## config.mk

```make
export PLATFORM = sky130hd
export DESIGN_NAME = branch_predictor_flat
export DESIGN_NICKNAME = d
export VERILOG_FILES = /design/src/rtl/bp_pkg.sv /design/src/rtl/branch_predictor_if.sv /design/src/rtl/bp_ras.sv /design/src/rtl/branch_predictor.sv /design/src/flat_wrapper.sv
export SDC_FILE = /design/constraint.sdc
export NUM_CORES = 2
export LEC_CHECK = 0
export BUFFER_PORTS_ARGS = -buffer_cell sky130_fd_sc_hd__buf_2
export CAP_MARGIN = 40
export CELL_PAD_IN_SITES_DETAIL_PLACEMENT = 1
export CELL_PAD_IN_SITES_GLOBAL_PLACEMENT = 1
export CORE_ASPECT_RATIO = 1.25
export CORE_MARGIN = 2
export CORE_UTILIZATION = 52
export DETAILED_ROUTE_END_ITERATION = 10
export PLACE_DENSITY = 0.82
export SLEW_MARGIN = 30
export SYNTH_ARGS = -nofsm -noshare
export SYNTH_HDL_FRONTEND = slang
export SYNTH_SLANG_ARGS = --single-unit
```

## constraint.sdc

```tcl
create_clock -name clk -period 52.6 [get_ports clk]
set_clock_uncertainty 0.05 [all_clocks]
set_input_delay 10.52 -clock clk [delete_from_list [all_inputs] [get_ports clk]]
set_output_delay 10.52 -clock clk [all_outputs]
set_load 0.05 [all_outputs]
```

## src/rtl/bp_pkg.sv

```systemverilog
// Shared types and constants for the branch predictor: control-flow type
// encoding, counter reset/allocation values, BTB entry layout.
package bp_pkg;

    typedef enum logic [1:0] {
        BR   = 2'd0,
        JAL  = 2'd1,
        JALR = 2'd2,
        RET  = 2'd3
    } ex_type_e;

    localparam logic [1:0] CNT_RESET = 2'b01;
    localparam logic [1:0] CNT_ALLOC = 2'b10;

    // Tag is stored zero-extended into a fixed-width field so the struct does
    // not depend on the top-level PC/index parameters.
    localparam int TAG_MAX_W = 32;

    typedef struct packed {
        logic                 valid;
        logic [TAG_MAX_W-1:0] tag;
        ex_type_e             br_type;
        logic [31:0]          target;
        logic [1:0]           cnt;
    } btb_entry_t;

    // Two-bit saturating counter step.
    function automatic logic [1:0] cnt_next(input logic [1:0] cnt, input logic taken);
        if (taken) begin
            return (cnt == 2'b11) ? cnt : cnt + 2'b01;
        end
        return (cnt == 2'b00) ? cnt : cnt - 2'b01;
    endfunction

endpackage

```

## src/rtl/branch_predictor_if.sv

```systemverilog
// Fetch-lookup and execute-resolve signals between pipeline and predictor.
// master = pipeline side, slave = predictor side.
interface branch_predictor_if import bp_pkg::*; #(
    parameter int PC_W = 9
) ();
    logic [PC_W-1:0] if_pc;
    logic            pred_taken;
    logic [31:0]     pred_target;

    logic            ex_valid;
    logic [PC_W-1:0] ex_pc;
    ex_type_e        ex_type;
    logic            ex_is_call;
    logic            ex_taken;
    logic [31:0]     ex_target;
    logic            ex_pred_taken;
    logic [31:0]     ex_pred_target;

    logic            mispredict;
    logic [31:0]     redirect_pc;

    modport master (
        output if_pc, ex_valid, ex_pc, ex_type, ex_is_call, ex_taken, ex_target,
               ex_pred_taken, ex_pred_target,
        input  pred_taken, pred_target, mispredict, redirect_pc
    );

    modport slave (
        input  if_pc, ex_valid, ex_pc, ex_type, ex_is_call, ex_taken, ex_target,
               ex_pred_taken, ex_pred_target,
        output pred_taken, pred_target, mispredict, redirect_pc
    );
endinterface

```

## src/rtl/bp_ras.sv

```systemverilog
// Circular return-address stack. Push when full overwrites the oldest entry,
// pop when empty is ignored, push+pop together replaces the top.
module bp_ras #(
    parameter int DEPTH = 4
) (
    input  logic        clk,
    input  logic        reset,
    input  logic        push_i,
    input  logic        pop_i,
    input  logic [31:0] push_data_i,
    output logic [31:0] top_o,
    output logic        empty_o
);
    localparam int PTR_W = $clog2(DEPTH);
    localparam int CNT_W = PTR_W + 1;

    logic [31:0]      stack_q [DEPTH];
    logic [PTR_W-1:0] sp_q, sp_d, top_ptr, wr_ptr;
    logic [CNT_W-1:0] cnt_q, cnt_d;
    logic             wr_en;

    assign top_ptr = sp_q - PTR_W'(1);
    assign top_o   = stack_q[top_ptr];
    assign empty_o = (cnt_q == '0);

    // Next pointer/occupancy and which slot (if any) gets written.
    always_comb begin
        sp_d   = sp_q;
        cnt_d  = cnt_q;
        wr_en  = 1'b0;
        wr_ptr = sp_q;
        if (push_i && pop_i && !empty_o) begin
            wr_en  = 1'b1;
            wr_ptr = top_ptr;
        end else if (push_i) begin
            wr_en = 1'b1;
            sp_d  = sp_q + PTR_W'(1);
            if (cnt_q != CNT_W'(DEPTH)) begin
                cnt_d = cnt_q + CNT_W'(1);
            end
        end else if (pop_i && !empty_o) begin
            sp_d  = top_ptr;
            cnt_d = cnt_q - CNT_W'(1);
        end
    end

    // Pointer and occupancy registers; reset empties the stack.
    always_ff @(posedge clk or posedge reset) begin
        if (reset) begin
            sp_q  <= '0;
            cnt_q <= '0;
        end else begin
            sp_q  <= sp_d;
            cnt_q <= cnt_d;
        end
    end

    // Stack storage; contents are meaningless while the stack is empty.
    always_ff @(posedge clk) begin
        if (wr_en) begin
            stack_q[wr_ptr] <= push_data_i;
        end
    end
endmodule

```

## src/rtl/branch_predictor.sv

```systemverilog
// Direct-mapped BTB with 2-bit counters, zero-latency fetch lookup and
// execute-stage update/mispredict detection. Optional return-address stack
// is built when BP_RAS_EN is defined; otherwise RET predicts like JALR.
module branch_predictor import bp_pkg::*; #(
    parameter int PC_W      = 9,
    parameter int ENTRIES   = 16,
    parameter int RAS_DEPTH = 4
) (
    input  logic clk,
    input  logic reset,
    branch_predictor_if.slave bus
);
    localparam int IDX_W = $clog2(ENTRIES);
    localparam int TAG_W = PC_W - IDX_W - 2;

    btb_entry_t       btb_q [ENTRIES];
    logic [IDX_W-1:0] f_idx, x_idx;
    logic [TAG_W-1:0] f_tag, x_tag;
    btb_entry_t       f_ent, x_ent, x_ent_d;
    logic             f_hit, x_hit, wr_en;
    logic             lk_taken;
    logic [31:0]      lk_target;
    logic [31:0]      seq_pc;

    assign f_idx  = bus.if_pc[IDX_W+1:2];
    assign f_tag  = bus.if_pc[PC_W-1:IDX_W+2];
    assign x_idx  = bus.ex_pc[IDX_W+1:2];
    assign x_tag  = bus.ex_pc[PC_W-1:IDX_W+2];
    assign f_ent  = btb_q[f_idx];
    assign x_ent  = btb_q[x_idx];
    assign f_hit  = f_ent.valid && (f_ent.tag == TAG_MAX_W'(f_tag));
    assign x_hit  = x_ent.valid && (x_ent.tag == TAG_MAX_W'(x_tag));
    assign seq_pc = 32'(bus.ex_pc) + 32'd4;

`ifdef BP_RAS_EN
    logic        ras_push, ras_pop, ras_empty;
    logic [31:0] ras_top;
    logic        unused_ok;

    assign ras_push  = bus.ex_valid && bus.ex_is_call;
    assign ras_pop   = bus.ex_valid && (bus.ex_type == RET);
    assign unused_ok = ^bus.if_pc[1:0];

    bp_ras #(.DEPTH(RAS_DEPTH)) u_ras (
        .clk         (clk),
        .reset       (reset),
        .push_i      (ras_push),
        .pop_i       (ras_pop),
        .push_data_i (seq_pc),
        .top_o       (ras_top),
        .empty_o     (ras_empty)
    );
`else
    logic unused_ok;
    assign unused_ok = ^{bus.if_pc[1:0], bus.ex_is_call, 32'(RAS_DEPTH)};
`endif

    // Fetch prediction from the current (pre-update) BTB contents.
    always_comb begin
        lk_taken  = 1'b0;
        lk_target = '0;
        if (f_hit) begin
            lk_taken  = (f_ent.br_type != BR) || f_ent.cnt[1];
            lk_target = f_ent.target;
`ifdef BP_RAS_EN
            if ((f_ent.br_type == RET) && !ras_empty) begin
                lk_target = ras_top;
            end
`endif
        end
    end

    // Execute-stage update: train on hit, allocate only on a taken miss.
    always_comb begin
        x_ent_d = x_ent;
        wr_en   = 1'b0;
        if (bus.ex_valid) begin
            if (x_hit) begin
                wr_en           = 1'b1;
                x_ent_d.cnt     = cnt_next(x_ent.cnt, bus.ex_taken);
                x_ent_d.target  = bus.ex_target;
                x_ent_d.br_type = bus.ex_type;
            end else if (bus.ex_taken) begin
                wr_en   = 1'b1;
                x_ent_d = '{valid: 1'b1, tag: TAG_MAX_W'(x_tag), br_type: bus.ex_type,
                            target: bus.ex_target, cnt: CNT_ALLOC};
            end
        end
    end

    // BTB storage; reset invalidates every entry and weakens all counters.
    always_ff @(posedge clk or posedge reset) begin
        if (reset) begin
            for (int i = 0; i < ENTRIES; i++) begin
                btb_q[i] <= '{valid: 1'b0, tag: '0, br_type: BR, target: '0, cnt: CNT_RESET};
            end
        end else if (wr_en) begin
            btb_q[x_idx] <= x_ent_d;
        end
    end

    assign bus.pred_taken  = lk_taken;
    assign bus.pred_target = lk_target;
    assign bus.mispredict  = bus.ex_valid &&
                             ((bus.ex_pred_taken != bus.ex_taken) ||
                              (bus.ex_taken && (bus.ex_pred_target != bus.ex_target)));
    assign bus.redirect_pc = bus.ex_taken ? bus.ex_target : seq_pc;
endmodule

```

## src/flat_wrapper.sv

```systemverilog
// flat-port wrapper written by rule: the top's interface ports become plain ports
module branch_predictor_flat import bp_pkg::*;
#(
    parameter int PC_W      = 9,
    parameter int ENTRIES   = 16,
    parameter int RAS_DEPTH = 4
)
  (clk, reset, bus_if_pc, bus_ex_valid, bus_ex_pc, bus_ex_type, bus_ex_is_call, bus_ex_taken, bus_ex_target, bus_ex_pred_taken, bus_ex_pred_target, bus_pred_taken, bus_pred_target, bus_mispredict, bus_redirect_pc);
  branch_predictor_if #(.PC_W(PC_W)) bus_i ();
  input  logic clk;
  input  logic reset;
  input wire logic [$bits(bus_i.if_pc)-1:0] bus_if_pc;
  input wire logic [$bits(bus_i.ex_valid)-1:0] bus_ex_valid;
  input wire logic [$bits(bus_i.ex_pc)-1:0] bus_ex_pc;
  input wire logic [$bits(bus_i.ex_type)-1:0] bus_ex_type;
  input wire logic [$bits(bus_i.ex_is_call)-1:0] bus_ex_is_call;
  input wire logic [$bits(bus_i.ex_taken)-1:0] bus_ex_taken;
  input wire logic [$bits(bus_i.ex_target)-1:0] bus_ex_target;
  input wire logic [$bits(bus_i.ex_pred_taken)-1:0] bus_ex_pred_taken;
  input wire logic [$bits(bus_i.ex_pred_target)-1:0] bus_ex_pred_target;
  output wire logic [$bits(bus_i.pred_taken)-1:0] bus_pred_taken;
  output wire logic [$bits(bus_i.pred_target)-1:0] bus_pred_target;
  output wire logic [$bits(bus_i.mispredict)-1:0] bus_mispredict;
  output wire logic [$bits(bus_i.redirect_pc)-1:0] bus_redirect_pc;
  assign bus_i.if_pc = bus_if_pc;
  assign bus_i.ex_valid = bus_ex_valid;
  assign bus_i.ex_pc = bus_ex_pc;
  assign bus_i.ex_type = bus_ex_type;
  assign bus_i.ex_is_call = bus_ex_is_call;
  assign bus_i.ex_taken = bus_ex_taken;
  assign bus_i.ex_target = bus_ex_target;
  assign bus_i.ex_pred_taken = bus_ex_pred_taken;
  assign bus_i.ex_pred_target = bus_ex_pred_target;
  assign bus_pred_taken = bus_i.pred_taken;
  assign bus_pred_target = bus_i.pred_target;
  assign bus_mispredict = bus_i.mispredict;
  assign bus_redirect_pc = bus_i.redirect_pc;
  branch_predictor #(.PC_W(PC_W), .ENTRIES(ENTRIES), .RAS_DEPTH(RAS_DEPTH)) u_core (.clk(clk), .reset(reset), .bus(bus_i));
endmodule
```

# Yosys cells after proc, flatten, opt, wreduce, memory -nomap -nowiden
# Index checks and enable logic that the tools add are counted.
[totals]
regBits = 1104
out_inout_bits = 66
inputBits = 90
word_cells = 127
[classes]
n_lt_le_gt_ge = 3
bitwise = 2
addsub = 3
muxes = 25
n_reduce_logical = 9
n_eq_ne = 5
[ops]
columns = ["operator", "count"]
rows = [
  ["bitwise mux 1104 bit", 1],
  ["binary-select mux 69 bit (select 4 bit)", 2],
  ["2-to-1 mux 69 bit", 7],
  ["demux 69 bit (select 4 bit)", 1],
  ["== test 32 x 3 -> 1 bit", 2],
  ["2-to-1 mux 32 bit", 2],
  ["2-to-1 mux 36 bit", 1],
  ["2-to-1 mux 33 bit", 1],
  ["inequality test 32 bit", 1],
  ["adder 9 x 3 -> 10 bit (second input constant)", 1],
  [">= comparator 5 bit (second input constant)", 2],
  ["inverter 4 -> 5 bit", 2],
  ["2-to-1 mux 2 bit", 4],
  ["2-to-1 mux 1 bit", 6],
  ["logical AND 1 bit", 5],
  ["< comparator 5 x 1 -> 1 bit (second input constant)", 1],
  ["adder 2 x 1 -> 2 bit (second input constant)", 1],
  ["== test 2 bit (second input constant)", 1],
  ["logical NOT 2 bit", 1],
  ["logical OR 1 bit", 2],
  ["nonzero test 2 bit", 1],
  ["subtractor 2 x 1 -> 2 bit (second input constant)", 1],
  ["inequality test 1 bit", 1],
]

# Longest topological paths before layout
[depth]
word_depth = 12
mapped_depth = 16
depth_no_buf = 9

# Worst setup path before layout
# No wires, ideal clock.
[synth_path]
path_type = "input to output"
startpoint = "input bus_if_pc[2]"
endpoint = "output bus_pred_target[17]"
arrival_time_ns = 13.696
t_required_ns = 42.030
path_slack_ns = 28.334
n_path_buf = 5
cell_stages = 8
path_cell_list = "clkbuf_1 > clkbuf_1 > clkbuf_1 > buf_1 > buf_1 > mux4_2 > mux4_2 > and2_1"
[synth_between]
elab_chain_len = 7
[synth_rtl]
columns = ["element", "line_no", "source"]
rows = [
  ["start: declaration", "flat_wrapper.sv:12", "input wire logic [$bits(bus_i.if_pc)-1:0] bus_if_pc;"],
  ["inverter 4 -> 5 bit (not written as such) *", "branch_predictor.sv:29", "assign f_ent = btb_q[f_idx];"],
  ["binary-select mux 69 bit (select 4 bit) *", "branch_predictor.sv:29", ""],
  ["2-to-1 mux 69 bit (not written as such) * (2 in series)", "branch_predictor.sv:29", ""],
  ["== test 32 x 3 -> 1 bit", "branch_predictor.sv:31", "assign f_hit = f_ent.valid && (f_ent.tag == TAG_MAX_W'(f_tag));"],
  ["logical AND 1 bit", "branch_predictor.sv:31", ""],
  ["2-to-1 mux 32 bit *", "branch_predictor.sv:62", "if (f_hit) begin"],
  ["end: declaration", "flat_wrapper.sv:22", "output wire logic [$bits(bus_i.pred_target)-1:0] bus_pred_target;"],
]
# Mark *: on every way between the ends. The rest lies on a longest branch, timed or not. The select of a mux whose other input is x is not followed.

# Final worst setup path
[layout_path]
startpoint = "input bus_if_pc[2]"
endpoint = "output bus_pred_taken"
[layout_between]
elab_chain_len = 7
elab_cells_between_ends = 9
classes_between = "1 x eq/ne; 4 x mux; 1 x bitwise; 3 x reduce/logical"
[layout_rtl]
columns = ["element", "line_no", "source"]
rows = [
  ["inverter 4 -> 5 bit (not written as such) *", "branch_predictor.sv:29", ""],
  ["binary-select mux 69 bit (select 4 bit) *", "branch_predictor.sv:29", ""],
  ["2-to-1 mux 69 bit (not written as such) * (2 in series)", "branch_predictor.sv:29", ""],
  ["== test 32 x 3 -> 1 bit or nonzero test 2 bit (tied branches)", "branch_predictor.sv:31, branch_predictor.sv:63", ""],
  ["logical AND 1 bit or logical OR 1 bit (tied branches)", "branch_predictor.sv:31, branch_predictor.sv:63", ""],
  ["2-to-1 mux 1 bit *", "branch_predictor.sv:62", ""],
  ["end: declaration", "flat_wrapper.sv:21", "output wire logic [$bits(bus_i.pred_taken)-1:0] bus_pred_taken;"],
]
# Marked as above.

==> flow_summary_export.csv <==
group,metric,value,unit
power_and_ir_drop,clockPowerShare,0.387,
critical_path,cp.required,42.03,ns
critical_path,start_kind,"input port",
final_layout,area_growth,11.5,%
floorplanning,row_count,125,
critical_path,cp-end-kind,"primary output",
sta,rsz0062_at_grt,"no",
yosys,synth_ff_type,"dfrtp_1",
final_layout,largest_reg_flops,1104,
critical_path,critPathMaxFanout,77,
cts,clkLatencyLatePin,0.72,ns
power_and_ir_drop,power.internal,1.54,mW
grt,grt_antenna_before_repair,4,
yosys,synth_seq_cells,1104,
grt,grt_usage,0.313,
placed_design,place_area,50800,µm²
final_layout,finalInstanceArea,54700,µm²
cts,clkSinkCount,1104,
worst_hold_path,hp-class,"flop to flop",
yosys,synth_edf_count,0,
yosys,synth_area_per_cell,13.9,µm²
drt,wl_per_cell,30.5,µm
drt,antenna_left,0,
sta,timing.final.crit_share,0.488,
placed_design,globalplace.congestion,0.860,
critical_path,worstSetupPathType,"input port to primary output",
critical_path,arrival,15.09,ns
floorplanning,die_h,347,µm
sta,relSlewSlack,0.397,
cts,root_buffer,"clkbuf_16",
drt,first_iter_violations,2414,
yosys,yosysWarnings,0,
power_and_ir_drop,seqPwrFrac,0.481,
cts,htree_num_levels,3,
floorplanning,ios,156,
final_layout,reg_top3,"u_core.btb_q: 1104 flops",
cts,clockBufferDepth,3,
final_layout,mostFrequentLayoutCells,"1088 x dfrtp_1, 464 x mux2_2, 354 x nor2b_1, 215 x mux4_2, 179 x and2_1",
cts,cts_setup_buffers,0,
power_and_ir_drop,peakVddDrop,0.0336,mV
sta,slew_violations,0,
final_layout,layout_commonest_cell,"dfrtp_1",
sta,hold_ws,0.434,ns
floorplanning,initial_core_util,0.526,
power_and_ir_drop,switchingPower,0.550,mW
final_layout,regMostFlops,"u_core.btb_q",
cts,cts_tree,"done",
drt,wl,149000,µm
power_and_ir_drop,pwr_density_cell,38.3,nW/µm²
placed_design,portBuffers,152,
floorplanning,die_w,279,µm
sta,min_period,25.66,ns
sta,fmax,39.0,MHz
power_and_ir_drop,switching_share,0.263,
final_layout,final_util,0.587,
yosys,netlist_area,49000,µm²
power_and_ir_drop,combPwrFrac,0.132,
cts,postCtsHoldBufs,0,
yosys,synthArstFlopShare,1.00,
final_layout,finalNetCount,3676,
grt,grt_pass1_vias,35000,
final_layout,drive_gt1_frac,0.313,
sta,finalSetupViolCount,0,
sta,tightestPinTransition,0.904,ns
run,cap_violations,0,
grt,grt_first_pass_wirelength,228000,µm
outcome,outcome,"finished, final reports clean",
drt,vias,31400,
cts,clk_pin_slew_worst_paths,0.06,ns
yosys,syn_inst,3529,
drt,drt_pass1_iterations,5,
floorplanning,core_area,93200,µm²
drt,via_per_inst,6.43,
placed_design,dp_hpwl,87800,µm
power_and_ir_drop,p_leak,25.7,nW
floorplanning,fp.dieArea,96800,µm²
yosys,syn-num-nets,3623,
cts,numCtsBuffers,108,
yosys,ys_seq_area_frac,0.564,
sta,finalSetupTns,0,ns
drt,drc,0,
grt,overflow,0,
grt,grt_max_degree,182,
sta,hold_viol,0,
yosys,ys_types,79,
cts,cts_resized,0,
==> cell usage after synthesis (all sizes together) (4+ instances only) <==
| cell type | count | area, µm² |
|---|---|---|
| a2111oi | 5 | 43.8 |
| a211o | 8 | 70.1 |
| a211oi | 21 | 158 |
| a21oi | 52 | 260 |
| a221oi | 7 | 61.3 |
| a22oi | 7 | 52.6 |
| a31oi | 11 | 68.8 |
| and2 | 181 | 1130 |
| buf | 126 | 762 |
| clkbuf | 158 | 593 |
| dfrtp | 1088 | 27200 |
| dfstp | 16 | 420 |
| ha | 4 | 50.1 |
| inv | 23 | 86.3 |
| mux2 | 617 | 6950 |
| mux2i | 34 | 340 |
| mux4 | 215 | 4840 |
| nand2 | 43 | 161 |
| nand2b | 13 | 81.3 |
| nand3 | 21 | 105 |
| nand4 | 26 | 163 |
| nand4b | 5 | 43.8 |
| nor2 | 100 | 383 |
| nor2b | 355 | 2220 |
| nor3 | 87 | 507 |
| nor3b | 4 | 30.0 |
| nor4 | 93 | 597 |
| nor4b | 22 | 199 |
| o21ai | 27 | 135 |
| o31ai | 7 | 52.6 |
| or2 | 18 | 113 |
| or3 | 11 | 68.8 |
| or4 | 25 | 191 |
| xnor2 | 15 | 131 |
| xor2 | 30 | 263 |
==> metal layers <==
layer / track usage / routed length, µm
met1: 0.393 / 57600
met2: 0.536 / 76200
met3: 0.0441 / 7930
met4: 0.148 / 7180
met5: 0 / 25
==> kinds of logic (layout without fill, tap and decap cells) <==
| kind of cell | after synthesis | in the layout | share of synthesized area |
|---|---|---|---|
| AOI/OAI and AO/OA | 183 | 183 | 0.0252 |
| xor gates and xnor gates | 45 | 45 | 0.00804 |
| adders and majority gates | 5 | 5 | 0.00122 |
| buffers and inverters | 307 | 451 | 0.0294 |
| DFF | 1104 | 1104 | 0.564 |
| muxes | 866 | 866 | 0.247 |
| other | 0 | 1 | 0 |
| and+or+nand+nor | 1019 | 1019 | 0.125 |
==> worst max-delay path, stage by stage <==
cell	delay, ns
buf_8	0.52
buf_4	0.49
buf_16	0.30
mux4_2	0.55
mux4_2	0.51
xnor2_1	0.15
nand4_1	0.33
a21oi_4	0.21
buf_4	0.53
nor2b_1	0.45
buf_2	0.35
==> through the flow <==
stage	total power, mW	setup slack [ns]	cells
final	2.09	26.94	4880
after floorplan	1.19	10.97	3529
after global placement	1.25	26.86	4658
after CTS	2.10	27.04	4874
after detailed placement	1.28	27.10	4673
after global routing	2.16	26.83	4879
==> path summary, 6_finish.rpt <==
check                                  startpoint                end  slack, ns  cells after the start
worst max-delay path                 bus_if_pc[2]     bus_pred_taken      26.94                     11
worst max register to register  u_core.btb_q[799]  u_core.btb_q[296]      47.32                     12
max in group asynchronous                   reset  u_core.btb_q[672]      39.83                      7
min in group asynchronous                   reset  u_core.btb_q[969]       9.76                      2
worst min register to register  u_core.btb_q[905]  u_core.btb_q[905]       0.43                      1
worst min-delay path            u_core.btb_q[905]  u_core.btb_q[905]       0.43                      1
==> cell type report <==
cell class,count,area [µm²]
well taps,1206,1510
diodes,1,2.50
clock inverters,49,599
inverters,23,95.1
clock buffers,152,3110
flip-flops and latches,1104,27600
multi-input cells,2118,20000
repair buffers,227,1690
fillers,8756,38500
==> power groups by stage <==
stage | clock network (mW) | registers [mW] | logic [mW]
global route | 0.854 | 1.01 | 0.292
detailed placement | 0 | 1.01 | 0.266
floorplan | 0 | 0.993 | 0.201
finish | 0.811 | 1.01 | 0.276
CTS | 0.821 | 1.00 | 0.275
global placement | 0 | 1.00 | 0.251
Power figures use the tool's default switching activity.
